## src/rtl/mips_mem_pkg.sv

```systemverilog
// Shared types and constants for the MIPS core memory arbiter.
// Latency: n/a (types and constants only).
// Backpressure: n/a.
package mips_mem_pkg;

    typedef enum logic [1:0] {
        IDLE   = 2'd0,
        BUSY_I = 2'd1,
        BUSY_D = 2'd2
    } MEM_ARB_STATE;

    typedef enum logic {
        PORT_I = 1'b0,
        PORT_D = 1'b1
    } MEM_ARB_PORT;

    // Cycles a transaction may wait for mem_ack before it is aborted.
    localparam int unsigned MEM_ARB_TIMEOUT_DEFAULT = 255;

endpackage

```

## src/rtl/mem_arbiter_if.sv

```systemverilog
// Fetch port, data port and unified memory port bundled for the arbiter.
// Latency: n/a (wires only).
// Backpressure: req held until ack; mem_req held until mem_ack or abort.
interface mem_arbiter_if;

    logic        i_req;
    logic [31:0] i_addr;
    logic        i_ack;
    logic        i_err;
    logic [31:0] i_rdata;

    logic        d_req;
    logic        d_we;
    logic [31:0] d_addr;
    logic [31:0] d_wdata;
    logic        d_ack;
    logic        d_err;
    logic [31:0] d_rdata;

    logic        mem_req;
    logic        mem_we;
    logic [31:0] mem_addr;
    logic [31:0] mem_wdata;
    logic [31:0] mem_rdata;
    logic        mem_ack;

    // Arbiter view.
    modport slave (
        input  i_req, i_addr,
        output i_ack, i_err, i_rdata,
        input  d_req, d_we, d_addr, d_wdata,
        output d_ack, d_err, d_rdata,
        output mem_req, mem_we, mem_addr, mem_wdata,
        input  mem_rdata, mem_ack
    );

    // Requesters plus memory view.
    modport master (
        output i_req, i_addr,
        input  i_ack, i_err, i_rdata,
        output d_req, d_we, d_addr, d_wdata,
        input  d_ack, d_err, d_rdata,
        input  mem_req, mem_we, mem_addr, mem_wdata,
        output mem_rdata, mem_ack
    );

endinterface

```

## src/rtl/mem_arb_timer.sv

```systemverilog
// Wait counter for an outstanding memory transaction; flags the abort cycle.
// Latency: expired is combinational from the registered count.
// Backpressure: none; counts while enabled, cleared while idle.
module mem_arb_timer
    import mips_mem_pkg::*;
#(
    parameter int unsigned TIMEOUT_CYCLES = MEM_ARB_TIMEOUT_DEFAULT
) (
    input  logic clk,
    input  logic reset,
    input  logic clear,
    input  logic enable,
    output logic expired
);

    localparam int unsigned CNT_W = (TIMEOUT_CYCLES == 0) ? 1 : $clog2(TIMEOUT_CYCLES + 1);
    localparam logic [CNT_W-1:0] LAST = (TIMEOUT_CYCLES == 0) ? '0 : CNT_W'(TIMEOUT_CYCLES - 1);

    logic [CNT_W-1:0] cnt;

    // Count busy cycles; the abort fires before the count could wrap.
    always_ff @(posedge clk) begin
        if (reset || clear) begin
            cnt <= '0;
        end else if (enable) begin
            cnt <= cnt + CNT_W'(1);
        end
    end

    assign expired = (TIMEOUT_CYCLES != 0) && enable && (cnt == LAST);

endmodule

```

## src/rtl/mem_arbiter.sv

```systemverilog
// Grants one of fetch/data ports onto a single variable-latency memory; MEM_ARB_RR_EN selects round-robin.
// Latency: req->mem_req 1 cycle, mem_ack->x_ack 1 cycle, minimum req->ack 2 cycles; all outputs registered.
// Backpressure: one transaction in flight; other port waits with req held; timeout aborts with err.
module mem_arbiter
    import mips_mem_pkg::*;
#(
    parameter int unsigned TIMEOUT_CYCLES = MEM_ARB_TIMEOUT_DEFAULT
) (
    input  logic          clk,
    input  logic          reset,
    mem_arbiter_if.slave  bus
);

    MEM_ARB_STATE state;
    logic         expired;
    logic         i_elig;
    logic         d_elig;
    logic         pick_i;
    logic         pick_d;

`ifdef MEM_ARB_RR_EN
    MEM_ARB_PORT  last_grant;
`endif

    mem_arb_timer #(
        .TIMEOUT_CYCLES (TIMEOUT_CYCLES)
    ) u_timer (
        .clk     (clk),
        .reset   (reset),
        .clear   (state == IDLE),
        .enable  (state != IDLE),
        .expired (expired)
    );

    // A port whose ack is currently high must not be granted again on a stale req.
    always_comb begin
        i_elig = bus.i_req && !bus.i_ack;
        d_elig = bus.d_req && !bus.d_ack;
`ifdef MEM_ARB_RR_EN
        pick_d = d_elig && (!i_elig || (last_grant == PORT_I));
`else
        pick_d = d_elig;
`endif
        pick_i = i_elig && !pick_d;
    end

    // Arbitration FSM; drives every output from a register.
    always_ff @(posedge clk) begin
        if (reset) begin
            state         <= IDLE;
            bus.mem_req   <= 1'b0;
            bus.mem_we    <= 1'b0;
            bus.mem_addr  <= '0;
            bus.mem_wdata <= '0;
            bus.i_ack     <= 1'b0;
            bus.i_err     <= 1'b0;
            bus.i_rdata   <= '0;
            bus.d_ack     <= 1'b0;
            bus.d_err     <= 1'b0;
            bus.d_rdata   <= '0;
`ifdef MEM_ARB_RR_EN
            last_grant    <= PORT_I;
`endif
        end else begin
            bus.i_ack <= 1'b0;
            bus.i_err <= 1'b0;
            bus.d_ack <= 1'b0;
            bus.d_err <= 1'b0;
            case (state)
                IDLE: begin
                    if (pick_d) begin
                        bus.mem_req   <= 1'b1;
                        bus.mem_we    <= bus.d_we;
                        bus.mem_addr  <= bus.d_addr;
                        bus.mem_wdata <= bus.d_wdata;
                        state         <= BUSY_D;
`ifdef MEM_ARB_RR_EN
                        last_grant    <= PORT_D;
`endif
                    end else if (pick_i) begin
                        bus.mem_req   <= 1'b1;
                        bus.mem_we    <= 1'b0;
                        bus.mem_addr  <= bus.i_addr;
                        bus.mem_wdata <= '0;
                        state         <= BUSY_I;
`ifdef MEM_ARB_RR_EN
                        last_grant    <= PORT_I;
`endif
                    end
                end
                BUSY_I: begin
                    if (bus.mem_ack) begin
                        bus.i_rdata <= bus.mem_rdata;
                        bus.i_ack   <= 1'b1;
                        bus.mem_req <= 1'b0;
                        state       <= IDLE;
                    end else if (expired) begin
                        bus.i_rdata <= '0;
                        bus.i_ack   <= 1'b1;
                        bus.i_err   <= 1'b1;
                        bus.mem_req <= 1'b0;
                        state       <= IDLE;
                    end
                end
                BUSY_D: begin
                    if (bus.mem_ack) begin
                        bus.d_rdata <= bus.mem_rdata;
                        bus.d_ack   <= 1'b1;
                        bus.mem_req <= 1'b0;
                        state       <= IDLE;
                    end else if (expired) begin
                        bus.d_rdata <= '0;
                        bus.d_ack   <= 1'b1;
                        bus.d_err   <= 1'b1;
                        bus.mem_req <= 1'b0;
                        state       <= IDLE;
                    end
                end
                default: begin
                    bus.mem_req <= 1'b0;
                    state       <= IDLE;
                end
            endcase
        end
    end

endmodule
```

## src/flat_wrapper.sv

```systemverilog
// flat-port wrapper written by rule: the top's interface ports become plain ports
module mem_arbiter_flat import mips_mem_pkg::*;
#(
    parameter int unsigned TIMEOUT_CYCLES = MEM_ARB_TIMEOUT_DEFAULT
)
  (clk, reset, bus_i_req, bus_i_addr, bus_i_ack, bus_i_err, bus_i_rdata, bus_d_req, bus_d_we, bus_d_addr, bus_d_wdata, bus_d_ack, bus_d_err, bus_d_rdata, bus_mem_req, bus_mem_we, bus_mem_addr, bus_mem_wdata, bus_mem_rdata, bus_mem_ack);
  mem_arbiter_if bus_i ();
  input  logic clk;
  input  logic reset;
  input wire logic [$bits(bus_i.i_req)-1:0] bus_i_req;
  input wire logic [$bits(bus_i.i_addr)-1:0] bus_i_addr;
  output wire logic [$bits(bus_i.i_ack)-1:0] bus_i_ack;
  output wire logic [$bits(bus_i.i_err)-1:0] bus_i_err;
  output wire logic [$bits(bus_i.i_rdata)-1:0] bus_i_rdata;
  input wire logic [$bits(bus_i.d_req)-1:0] bus_d_req;
  input wire logic [$bits(bus_i.d_we)-1:0] bus_d_we;
  input wire logic [$bits(bus_i.d_addr)-1:0] bus_d_addr;
  input wire logic [$bits(bus_i.d_wdata)-1:0] bus_d_wdata;
  output wire logic [$bits(bus_i.d_ack)-1:0] bus_d_ack;
  output wire logic [$bits(bus_i.d_err)-1:0] bus_d_err;
  output wire logic [$bits(bus_i.d_rdata)-1:0] bus_d_rdata;
  output wire logic [$bits(bus_i.mem_req)-1:0] bus_mem_req;
  output wire logic [$bits(bus_i.mem_we)-1:0] bus_mem_we;
  output wire logic [$bits(bus_i.mem_addr)-1:0] bus_mem_addr;
  output wire logic [$bits(bus_i.mem_wdata)-1:0] bus_mem_wdata;
  input wire logic [$bits(bus_i.mem_rdata)-1:0] bus_mem_rdata;
  input wire logic [$bits(bus_i.mem_ack)-1:0] bus_mem_ack;
  assign bus_i.i_req = bus_i_req;
  assign bus_i.i_addr = bus_i_addr;
  assign bus_i_ack = bus_i.i_ack;
  assign bus_i_err = bus_i.i_err;
  assign bus_i_rdata = bus_i.i_rdata;
  assign bus_i.d_req = bus_d_req;
  assign bus_i.d_we = bus_d_we;
  assign bus_i.d_addr = bus_d_addr;
  assign bus_i.d_wdata = bus_d_wdata;
  assign bus_d_ack = bus_i.d_ack;
  assign bus_d_err = bus_i.d_err;
  assign bus_d_rdata = bus_i.d_rdata;
  assign bus_mem_req = bus_i.mem_req;
  assign bus_mem_we = bus_i.mem_we;
  assign bus_mem_addr = bus_i.mem_addr;
  assign bus_mem_wdata = bus_i.mem_wdata;
  assign bus_i.mem_rdata = bus_mem_rdata;
  assign bus_i.mem_ack = bus_mem_ack;
  mem_arbiter #(.TIMEOUT_CYCLES(TIMEOUT_CYCLES)) u_core (.clk(clk), .reset(reset), .bus(bus_i));
endmodule
```

## config.mk

```make
export PLATFORM = sky130hd
export DESIGN_NAME = mem_arbiter_flat
export DESIGN_NICKNAME = d
export VERILOG_FILES = /design/src/rtl/mips_mem_pkg.sv /design/src/rtl/mem_arbiter_if.sv /design/src/rtl/mem_arb_timer.sv /design/src/rtl/mem_arbiter.sv /design/src/flat_wrapper.sv
export SDC_FILE = /design/constraint.sdc
export NUM_CORES = 1
export LEC_CHECK = 0
export CAP_MARGIN = 10
export CORE_ASPECT_RATIO = 1.25
export CORE_MARGIN = 4
export CORE_UTILIZATION = 40
export DETAILED_ROUTE_END_ITERATION = 16
export GPL_TIMING_DRIVEN = 1
export PLACE_DENSITY = 0.86
export SLEW_MARGIN = 20
export SYNTH_ARGS = -nofsm -noshare
export SYNTH_HDL_FRONTEND = slang
export SYNTH_SLANG_ARGS = --single-unit
```

## constraint.sdc

```tcl
create_clock -name clk -period 2.2 [get_ports clk]
set_input_delay 0.22 -clock clk [delete_from_list [all_inputs] [get_ports clk]]
set_output_delay 0.22 -clock clk [all_outputs]
set_load 0.005 [all_outputs]
```

==> metrics.md, run 1 <==
| Metric | Value |
|---|---|
| Status | complete, no violations |
| Mux cell area share after synthesis | 6.26% |
| Clock Sinks | 144 |
| Dpl hpwl | 11800 um |
| Min Tclk post-route | 2020 ps |
| GRT Util Overall | 20.1% |
| Simple-gate area share of the yosys netlist | 8.90% |
| Combinational family with the most area after synthesis | compound AO/OA/AOI/OAI gates |
| Cts hold-fix bufs | 0 |
| DRC errors left | 0 |
| P per Cell Area | 876 mW/mm^2 |
| TritonCTS clock tree | built |
| R2R setup slack | 180 ps |
| Internal power | 5.70 mW |
| Row Count | 46 |
| Yosys reg bits | 144 |
| Sequential share of power | 39.1% |
| Yosys cell types | 34 |
| Largest net degree at the start of global routing | 70 |
| VDD IR max | 458 uV |
| Nets | 864 |
| Die area | 0.0151 sq mm |
| Synth Area in Compound Gates | 23.2% |
| Most frequent cells in the layout | 266 x clkdlybuf4s50_1, 144 x dfxtp_1, 72 x nor2_1 |
| Layout cells sized above 1 | 7.32% |
| Combinational share of power | 19.1% |
| CTS max path bufs | 2 |
| # setup viols final | 0 |
| Worst path bufs/invs | 1 |
| Critical setup path kind | flip-flop to flip-flop |
| Filler cell count | 979 |
| Slew HR | 39.6% |
| Slew Limit Fails | 0 |
| Antenna Cells | 0 |
| Max-Cap Viols | 0 |
| Antenna-violating nets left | 0 |
| Final core utilization | 67.7% |
| CP Cell Sequence | inv_1, ha_2, nand4b_4, o21bai_4, a21oi_2, a22o_1 |
| Leakage dissipation | 3.29 nW |
| Sw Share | 24.8% |
| Fin crit share | 91.8% |
| Commonest non-fill, non-tap cell in the layout | clkdlybuf4s50_1 |
| Synth Area in XOR/XNOR | 0.664% |
| Critical Path Fanout Max | 16 |
| DR WL/cell | 17.7 um |
| Initial Util | 41.3% |
| Largest cells by area after synthesis | dfxtp_1 55%, a32o_1 8.4%, mux2i_1 6.3% |
| CP Launch Type | flip-flop |
| Input/output buffers | 267 |
| Crit end category | flip-flop |
| Critical Path AT | 2360 ps |
| Die Y-Extent | 136 um |
| Area delta synth->final | 64.1% |
| Number of synthesized flops with an enable pin | 0 |
| Core outline area | 0.0128 sq mm |
| CP delay by family, top | compound AO/OA/AOI/OAI gates |
| Worst Clk Skew | 10.7 ps |
| DRT Pass-1 Iters | 5 |
| Reg clk slew, reported paths | 60 ps |
| Yosys top cell area share | 54.7% |
| Via count | 4803 |
| Routability Congestion | 0.810 |
| Data required time at the worst endpoint | 2550 ps |
| Initial antenna violation count | 0 |
| Sequential-to-total area share from yosys stat | 54.7% |
| IO Pins | 268 |
| Fmax | 495 MHz |
| Endpoints failing hold | 0 |
| Crit path largest cell delay | 740 ps |
| Clock Latency Late Sink | 410 ps |
| Clock power frac | 41.8% |
| Top FF cell, synth | dfxtp_1 |
| Async SR Flop Fraction | 0% |
| Iter 0 DRT Violations | 231 |
| Post-Syn Instances | 477 |
| P_sw | 1.88 mW |
| H-Tree Depth | 4 |
| Via-per-instance ratio | 5.30 |
| Total grt overflow | 0 |
| Final wirelength | 16000 um |
| DIE WIDTH | 111 um |
| Leading area contributor after synthesis | dfxtp_1 |
| Yosys warns | 0 |
| First-pass GRT wire length | 24800 um |
| Setup TNS | 0 ps |
| Mean area per synthesized cell | 11.1 sq um |
| Syn_nets | 616 |
| Slew @ Worst Pin | 906 ps |
| Max stage delay cell, worst path | a21oi_2 |
| Clock root cell | clkbuf_16 |
| Vias in the first global route | 4963 |
| TritonCTS Buffers | 17 |
| RSZ-0062 raised after global routing | no |
| Post-synthesis adder-cell area fraction | 1.19% |
| Post-Syn Area | 0.00527 sq mm |
| Hold crit path type | input port to flip-flop |
[power by group through the flow]
stage / registers, mW / clock network [mW] / logic [mW]
2_1_floorplan: 3.02 / 0 / 0.626
3_3_place_gp: 3.01 / 0 / 1.40
3_5_place_dp: 3.02 / 0 / 1.44
4_1_cts: 2.97 / 3.22 / 1.46
5_1_grt: 2.99 / 3.33 / 1.57
6_report: 2.96 / 3.17 / 1.45
[worst paths after layout]
kind,start,cells after the start,end
max,u_core.state[1]$_SDFFE_PP0P_,6,u_core.bus.d_rdata[7]$_SDFFE_PP0P_
min,reset,3,u_core.bus.d_err$_SDFF_PP0_
max reg2reg,u_core.state[1]$_SDFFE_PP0P_,6,u_core.bus.d_rdata[7]$_SDFFE_PP0P_
min reg2reg,u_core.bus.d_rdata[25]$_SDFFE_PP0P_,1,u_core.bus.d_rdata[25]$_SDFFE_PP0P_
[metrics by stage]
step / power (mW) / cells / worst slack (ps) / area (sq um) / hold slack (ps)
after global placement: 4.41 / 873 / 193 / 7980 / 447
final: 7.58 / 906 / 181 / 8660 / 334
after global routing: 7.89 / 906 / 13.1 / 8660 / 363
after CTS: 7.64 / 905 / 29.6 / 8640 / 282
after detailed placement: 4.46 / 873 / 27.4 / 7980 / 456
after floorplan: 3.65 / 477 / 548 / 5270 / 345
[Yosys cell counts, types with 3 or more instances]
| cell | number |
|---|---|
| nand3_1 | 3 |
| dfxtp_1 | 144 |
| a21oi_1 | 5 |
| a22o_1 | 20 |
| buf_6 | 5 |
| nor2_1 | 72 |
| nor2b_1 | 6 |
| a22oi_1 | 33 |
| and2_1 | 6 |
| inv_1 | 3 |
| a32o_1 | 44 |
| a211oi_1 | 33 |
| mux2i_1 | 33 |
| clkbuf_1 | 17 |
| buf_2 | 14 |
| buf_4 | 8 |
| ha_1 | 5 |
[kinds of logic (layout without fill, tap and decap cells)]
kind of cell / Yosys count / in the layout
adders and majority gates: 5 / 5
muxes: 33 / 33
xor gates and xnor gates: 4 / 4
and+or+nand+nor: 99 / 99
DFF: 144 / 144
AOI/OAI and AO/OA: 143 / 144
buffers and inverters: 49 / 309
[layer usage]
layer	global-route usage (%)	vias up	wire length, um
li1	-	2279	-
met1	21.0	2260	5860
met2	35.6	228	8120
met3	8.28	36	1450
met4	9.10	0	577
met5	0	-	0
[worst min-delay path, stage by stage]
cell and delay [ps]:
buf_2 240, nor2b_2 90, nor4b_1 140
[registers in the layout (all words and copies together), names as in the netlist, 2 cells and up]
name	flops
u_core.bus.d_rdata	32
u_core.bus.i_rdata	32
u_core.bus.mem_addr	32
u_core.bus.mem_wdata	32
u_core.state	2
u_core.u_timer.cnt	8
[cell type report]
class | count | area, sq um | area share [%]
multi-input combinational | 285 | 2150 | 24.8
sequential | 144 | 2880 | 33.3
timing repair buffer | 274 | 2750 | 31.7
clock buffer | 18 | 429 | 4.96
inverter | 3 | 11.3 | 0.130
clock inverter | 14 | 228 | 2.63
tap | 168 | 210 | 2.43
[what timing repair did]
action,in CTS,in global routing
endpoints found under the hold margin,0,0
setup buffers,0,0
resized for setup,0,2
setup endpoints to repair,0,64
(Power assumes the default switching activity.)
==> run 2, diff against run 1 <==
--- a/config.mk
+++ b/config.mk
@@ -9,8 +9,9 @@
 export CORE_ASPECT_RATIO = 1.25
 export CORE_MARGIN = 4
 export CORE_UTILIZATION = 40
+export CTS_BUF_LIST = sky130_fd_sc_hd__clkbuf_16
 export DETAILED_ROUTE_END_ITERATION = 16
-export GPL_TIMING_DRIVEN = 1
+export GPL_TIMING_DRIVEN = 0
 export PLACE_DENSITY = 0.86
 export SLEW_MARGIN = 20
 export SYNTH_ARGS = -nofsm -noshare
==> metrics.md, run 2 (synthesis gave the netlist of run 1 again) <==
| Metric | Value |
|---|---|
| CP Launch Type | flip-flop |
| Total grt overflow | 0 (unchanged) |
| Die Y-Extent | 136 um (unchanged) |
| Largest net degree at the start of global routing | 17 (-76%) |
| DRT Pass-1 Iters | 4 (-1) |
| CTS max path bufs | 2 (unchanged) |
| Initial Util | 41.3% (unchanged) |
| Antenna-violating nets left | 0 (unchanged) |
| Data required time at the worst endpoint | 2490 ps (-60 ps) |
| Core outline area | 0.0128 sq mm (unchanged) |
| Final wirelength | 16800 um (+4.8%) |
| Vias in the first global route | 5208 (+4.9%) |
| Iter 0 DRT Violations | 238 (+3.0%) |
| VDD IR max | 509 uV (+11%) |
| Area delta synth->final | 66.0% |
| Worst Clk Skew | 13.2 ps (+2.58 ps) |
| RR Endpoint | u_core.bus.i_rdata[27]$_SDFFE_PP0P_ |
| Leakage dissipation | 3.38 nW (+2.7%) |
| Layout cells sized above 1 | 8.77% (+1.5 points) |
| R2R depth | 7 (+1) |
| Min Tclk post-route | 1870 ps (-145 ps) |
| Clock root cell | clkbuf_16 |
| Post-CTS Setup Bufs | 0 (unchanged) |
| TritonCTS Buffers | 17 (unchanged) |
| Fmax | 534 MHz (+7.7%) |
| Worst path bufs/invs | 2 (+1) |
| Reg clk slew, reported paths | 60 ps (about the same) |
| Input/output buffers | 266 (-0.37%) |
| Nets | 901 (+4.3%) |
| Cts hold-fix bufs | 0 (unchanged) |
| H-Tree Depth | 4 (unchanged) |
| IO Pins | 268 (unchanged) |
| Crit path largest cell delay | 380 ps (-360 ps) |
| First-pass GRT wire length | 26300 um (+6.3%) |
| RSZ-0062 raised after global routing | no |
| Critical setup path kind | flip-flop to flip-flop |
| Dpl hpwl | 13200 um (+11%) |
| Slew HR | 63.7% (+24 points) |
| Clock Latency Late Sink | 410 ps (about the same) |
| CP Cell Sequence | inv_1, ha_1, nand4b_4, o21bai_4, a21oi_4, buf_6, a22o_1 |
| Commonest non-fill, non-tap cell in the layout | clkdlybuf4s50_1 |
| Status | complete, no violations |
| Antenna Cells | 0 (unchanged) |
| TritonCTS clock tree | built |
| # setup viols final | 0 (unchanged) |
| Slew @ Worst Pin | 545 ps (-361 ps) |
| Max-Cap Viols | 0 (unchanged) |
| CP Launch Point | u_core.state[0]$_SDFFE_PP0P_ |
| Design Area, Final | 0.00875 sq mm (+1.1%) |
| R2R setup slack | 330 ps (+140 ps) |
| Dpl cell area | 0.00815 sq mm (+2.1%) |
| Min Hold Slack | 415 ps (+80.8 ps) |
| Initial antenna violation count | 0 (unchanged) |
| Crit path depth | 7 (+1) |
| Critical Path AT | 2170 ps (-190 ps) |
| Post_cts resized | 0 (unchanged) |
| Endpoints failing hold | 0 (unchanged) |
| Setup TNS | 0 ps (unchanged) |
| Critical Path Fanout Max | 10 (-6) |
| P per Cell Area | 846 mW/mm^2 (-3.4%) |
| Via count | 4956 (+3.2%) |
| Worst R2R Start | u_core.state[0]$_SDFFE_PP0P_ |
| DRC errors left | 0 (unchanged) |
| Fin crit share | 85.2% (-6.6 points) |
| DIE WIDTH | 111 um (unchanged) |
| GRT Util Overall | 21.5% (+1.3 points) |
| Crit end category | flip-flop |
| Via-per-instance ratio | 5.26 (-0.86%) |
| Max stage delay cell, worst path | dfxtp_1 |
| Most frequent cells in the layout | 266 x clkdlybuf4s50_1, 144 x dfxtp_1, 72 x nor2_1 |
| Row Count | 46 (unchanged) |
| DR WL/cell | 17.8 um (+0.67%) |
| Clock Sinks | 144 (unchanged) |
| Worst setup path endpoint | u_core.bus.i_rdata[27]$_SDFFE_PP0P_ |
| Hold crit path type | input port to flip-flop |
| Slew Limit Fails | 0 (unchanged) |
| CP delay by family, top | compound AO/OA/AOI/OAI gates |
| Routability Congestion | 0.797 (-1.6%) |
| Die area | 0.0151 sq mm (unchanged) |
| Final core utilization | 68.5% (+0.76 points) |
run 2: changes by cell type in the layout (fill, tap and decap cells not counted), sizes merged:
cell,before,now
a21oi,8,7
bufinv,5,3
clkbuf,18,36
buf,8,27
inv,8,9
clkinv,1,4
clkinvlp,3,2
run 2: where the power goes:
group	internal [mW]	switching, mW	total, mW
Sequential	2.84	0.130	2.97
Clock	1.80	1.13	2.93
Combinational	0.864	0.646	1.51
run 2: worst min-delay path: cells and delay by family:
family,cells,cell delay [ps]
buf+inv,1,250
compound gates,2,290
run 2: through the flow:
stage	instances	setup WS [ps]	power [mW]
6_report	943	326	7.41
5_1_grt	943	167	7.73
4_1_cts	943	319	7.46
3_5_place_dp	911	278	4.53
3_3_place_gp	911	369	4.48
2_1_floorplan	477	548	3.65
run 2: worst min-delay path by stage:
stage | startpoint | cells after the start | slack (ps) | to
after CTS | bus_d_wdata[12] | 3 | 420 | u_core.bus.mem_wdata[12]$_SDFFE_PP0P_
after floorplan | bus_mem_rdata[0] | 1 | 350 | u_core.bus.i_rdata[0]$_SDFFE_PP0P_
final | reset | 3 | 420 | u_core.bus.d_rdata[31]$_SDFFE_PP0P_
after detailed placement | u_core.u_timer.cnt[0]$_SDFFE_PP0N_ | 1 | 460 | u_core.u_timer.cnt[0]$_SDFFE_PP0N_
after global placement | u_core.u_timer.cnt[0]$_SDFFE_PP0N_ | 1 | 440 | u_core.u_timer.cnt[0]$_SDFFE_PP0N_
after global routing | bus_d_wdata[27] | 3 | 430 | u_core.bus.mem_wdata[27]$_SDFFE_PP0P_
run 2: metal layers:
metal	up-vias	share of wire [%]	track usage [%]	routed length, um
met5	-	0	0	0
met4	0	1.9	7.05	323
met3	24	8.7	7.66	1450
met2	237	53	40.1	8880
met1	2330	36	22.5	6120
li1	2365	-	-	-
run 2: cell type report:
class | instances | area [sq um]
fill | 980 | 4020
sequential | 144 | 2880
timing repair buffer | 266 | 2660
multi-input combinational | 284 | 2120
clock buffer | 17 | 425
buffer | 46 | 260
tap | 168 | 210
clock inverter | 15 | 181
inverter | 3 | 11.3
==> run 3, diff against run 2 <==
--- a/config.mk
+++ b/config.mk
@@ -13,6 +13,7 @@
 export DETAILED_ROUTE_END_ITERATION = 16
 export GPL_TIMING_DRIVEN = 0
 export PLACE_DENSITY = 0.86
+export RECOVER_POWER = 50
 export SLEW_MARGIN = 20
 export SYNTH_ARGS = -nofsm -noshare
 export SYNTH_HDL_FRONTEND = slang
==> constraint.sdc (replaced) <==
create_clock -name clk -period 2.2 [get_ports clk]
set_input_delay 0.55 -clock clk [delete_from_list [all_inputs] [get_ports clk]]
set_output_delay 0.55 -clock clk [all_outputs]
set_load 0.005 [all_outputs]
==> metrics.md, run 3 (synthesis gave the netlist of run 1 again) <==
| Metric | Value |
|---|---|
| TritonCTS clock tree | built |
| H-Tree Depth | 4 (unchanged) |
| CTS max path bufs | 2 (unchanged) |
| Cts hold-fix bufs | 0 (unchanged) |
| DR WL/cell | 17.7 um (-0.34%) |
| Combinational share of power | 19.8% (-0.6 points) |
| Layout cells sized above 1 | 8.26% (-0.52 points) |
| Leakage dissipation | 3.66 nW (+8.3%) |
| Sequential share of power | 40.3% (+0.2 points) |
| RSZ-0062 raised after global routing | no |
| Endpoints failing hold | 0 (unchanged) |
| Hold crit path type | flip-flop to flip-flop |
| Max-Cap Viols | 0 (unchanged) |
| Met2 GRT Util | 40.1% (unchanged) |
| Iter 0 DRT Violations | 215 (-9.7%) |
| Fmax | 511 MHz (-4.1%) |
| Initial Util | 41.3% (unchanged) |
| Row Count | 46 (unchanged) |
| Most used routing layer | met2 |
| Initial antenna violation count | 2 (+2) |
| Setup TNS | 0 ps (unchanged) |
| Clock root cell | clkbuf_16 |
| DRC errors left | 0 (unchanged) |
| Critical Path Fanout Max | 10 (unchanged) |
| Sw Share | 25.9% (+0.13 points) |
| Reg clk slew, reported paths | 60 ps (about the same) |
| Slew HR | 64.5% (+0.81 points) |
| Dpl cell area | 0.00815 sq mm (unchanged) |
| IO Pins | 268 (unchanged) |
| Fin crit share | 88.9% (+3.7 points) |
| Clock Sinks | 144 (unchanged) |
| DIE WIDTH | 111 um (unchanged) |
| Die Y-Extent | 136 um (unchanged) |
| Post-placement cell count | 911 (unchanged) |
| Post_cts resized | 0 (unchanged) |
| Final core utilization | 68.5% (about the same) |
| DRT Pass-1 Iters | 4 (unchanged) |
| Met3 usage | 7.66% (unchanged) |
| P_sw | 1.90 mW (-0.34%) |
| Post-CTS Setup Bufs | 0 (unchanged) |
| VDD IR max | 509 uV (about the same) |
| Input/output buffers | 266 (unchanged) |
| Status | complete, no violations |
| Total grt overflow | 0 (unchanged) |
| Final Power | 7.35 mW (-0.86%) |
| Routability Congestion | 0.797 (unchanged) |
| # setup viols final | 0 (unchanged) |
| Area delta synth->final | 65.9% (about the same) |
| Slew @ Worst Pin | 532 ps (-12.2 ps) |
| Clock power frac | 39.9% (+0.3 points) |
| Post-Place Setup Slack | -51.6 ps (-330 ps) |
| Crit end category | flip-flop |
| Slew Limit Fails | 0 (unchanged) |
| Final wirelength | 16700 um (-0.13%) |
| Post-Layout Cell Count | 945 (+0.21%) |
| First-pass GRT wire length | 26300 um (unchanged) |
| Most frequent cells in the layout | 167 x clkdlybuf4s50_1, 144 x dfxtp_1, 99 x dlygate4sd3_1 |
| P per Cell Area | 840 mW/mm^2 (-0.80%) |
| Min Tclk post-route | 1960 ps (+81.1 ps) |
| Filler cell count | 984 (+0.41%) |
| Min Hold Slack | 459 ps (+44.3 ps) |
| Core outline area | 0.0128 sq mm (unchanged) |
| Commonest non-fill, non-tap cell in the layout | clkdlybuf4s50_1 |
| Via-per-instance ratio | 5.23 (-0.39%) |
| Die area | 0.0151 sq mm (unchanged) |
| Dpl hpwl | 13200 um (unchanged) |
| Internal power | 5.44 mW (-1.0%) |
| M1 GR Usage | 22.5% (unchanged) |
| Data required time at the worst endpoint | 2460 ps (-30 ps) |
| Worst Clk Skew | 10.8 ps (-2.46 ps) |
| GRT Util Overall | 21.5% (unchanged) |
| Antenna-violating nets left | 0 (unchanged) |
| CP Launch Type | input port |
| Clock Latency Late Sink | 410 ps (about the same) |
| Critical setup path kind | input port to flip-flop |
| Nets | 901 (unchanged) |
| Largest net degree at the start of global routing | 17 (unchanged) |
| Final worst slack | 245 ps (-81.1 ps) |
| Via count | 4947 (-0.18%) |
| TritonCTS Buffers | 17 (unchanged) |
| Critical Path AT | 2220 ps (+50 ps) |
| Vias in the first global route | 5208 (unchanged) |
| Design Area, Final | 0.00875 sq mm (about the same) |
## run 3: cell types whose count changed in the layout (fill, tap and decap cells not counted), sizes merged
cell	change
dlygate4sd3	+99
buf	-4
clkbuf	+4
diode	+2
clkdlybuf4s50	-99
## run 3: worst max-delay path, cell delays in order
cell and delay, ps:
dlygate4sd3_1 530, nor2b_1 300, o21a_1 150, buf_2 190
clkbuf_1 350, a211oi_1 160
## run 3: worst paths after layout
path / cells past startpoint / endpoint / start / slack (ps)
worst max-delay path: 6 / u_core.bus.mem_addr[6]$_SDFFE_PP0P_ / bus_i_req / 240
worst min-delay path: 1 / u_core.bus.d_rdata[12]$_SDFFE_PP0P_ / u_core.bus.d_rdata[12]$_SDFFE_PP0P_ / 460
worst max register to register: 7 / u_core.bus.i_rdata[27]$_SDFFE_PP0P_ / u_core.state[0]$_SDFFE_PP0P_ / 340
worst min register to register: 1 / u_core.bus.d_rdata[12]$_SDFFE_PP0P_ / u_core.bus.d_rdata[12]$_SDFFE_PP0P_ / 460
## run 3: final cells by class
| type | instances | area (sq um) | area share [%] |
|---|---|---|---|
| sequential | 144 | 2880 | 33.0 |
| clock buffer | 17 | 425 | 4.86 |
| multi-input combinational | 284 | 2120 | 24.2 |
| antenna | 2 | 5.00 | 0.0572 |
| clock inverter | 15 | 181 | 2.07 |
| buffer | 46 | 254 | 2.90 |
| timing repair buffer | 266 | 2660 | 30.4 |
| inverter | 3 | 11.3 | 0.129 |
| tap | 168 | 210 | 2.40 |
## run 3: power by group through the flow
stage	clock network [mW]	logic, mW	registers (mW)
finish	2.93	1.45	2.96
global route	3.10	1.58	2.99
CTS	2.97	1.52	2.97
detailed placement	0	1.51	3.02
global placement	0	1.47	3.01
floorplan	0	0.626	3.02
## run 3: per-layer routing
| metal | part of all wire, % | vias up | wire length, um |
|---|---|---|---|
| met1 | 37 | 2342 | 6250 |
| li1 | - | 2366 | - |
| met4 | 1.9 | 0 | 318 |
| met2 | 53 | 214 | 8860 |
| met3 | 7.9 | 25 | 1330 |
| met5 | 0 | - | 0 |
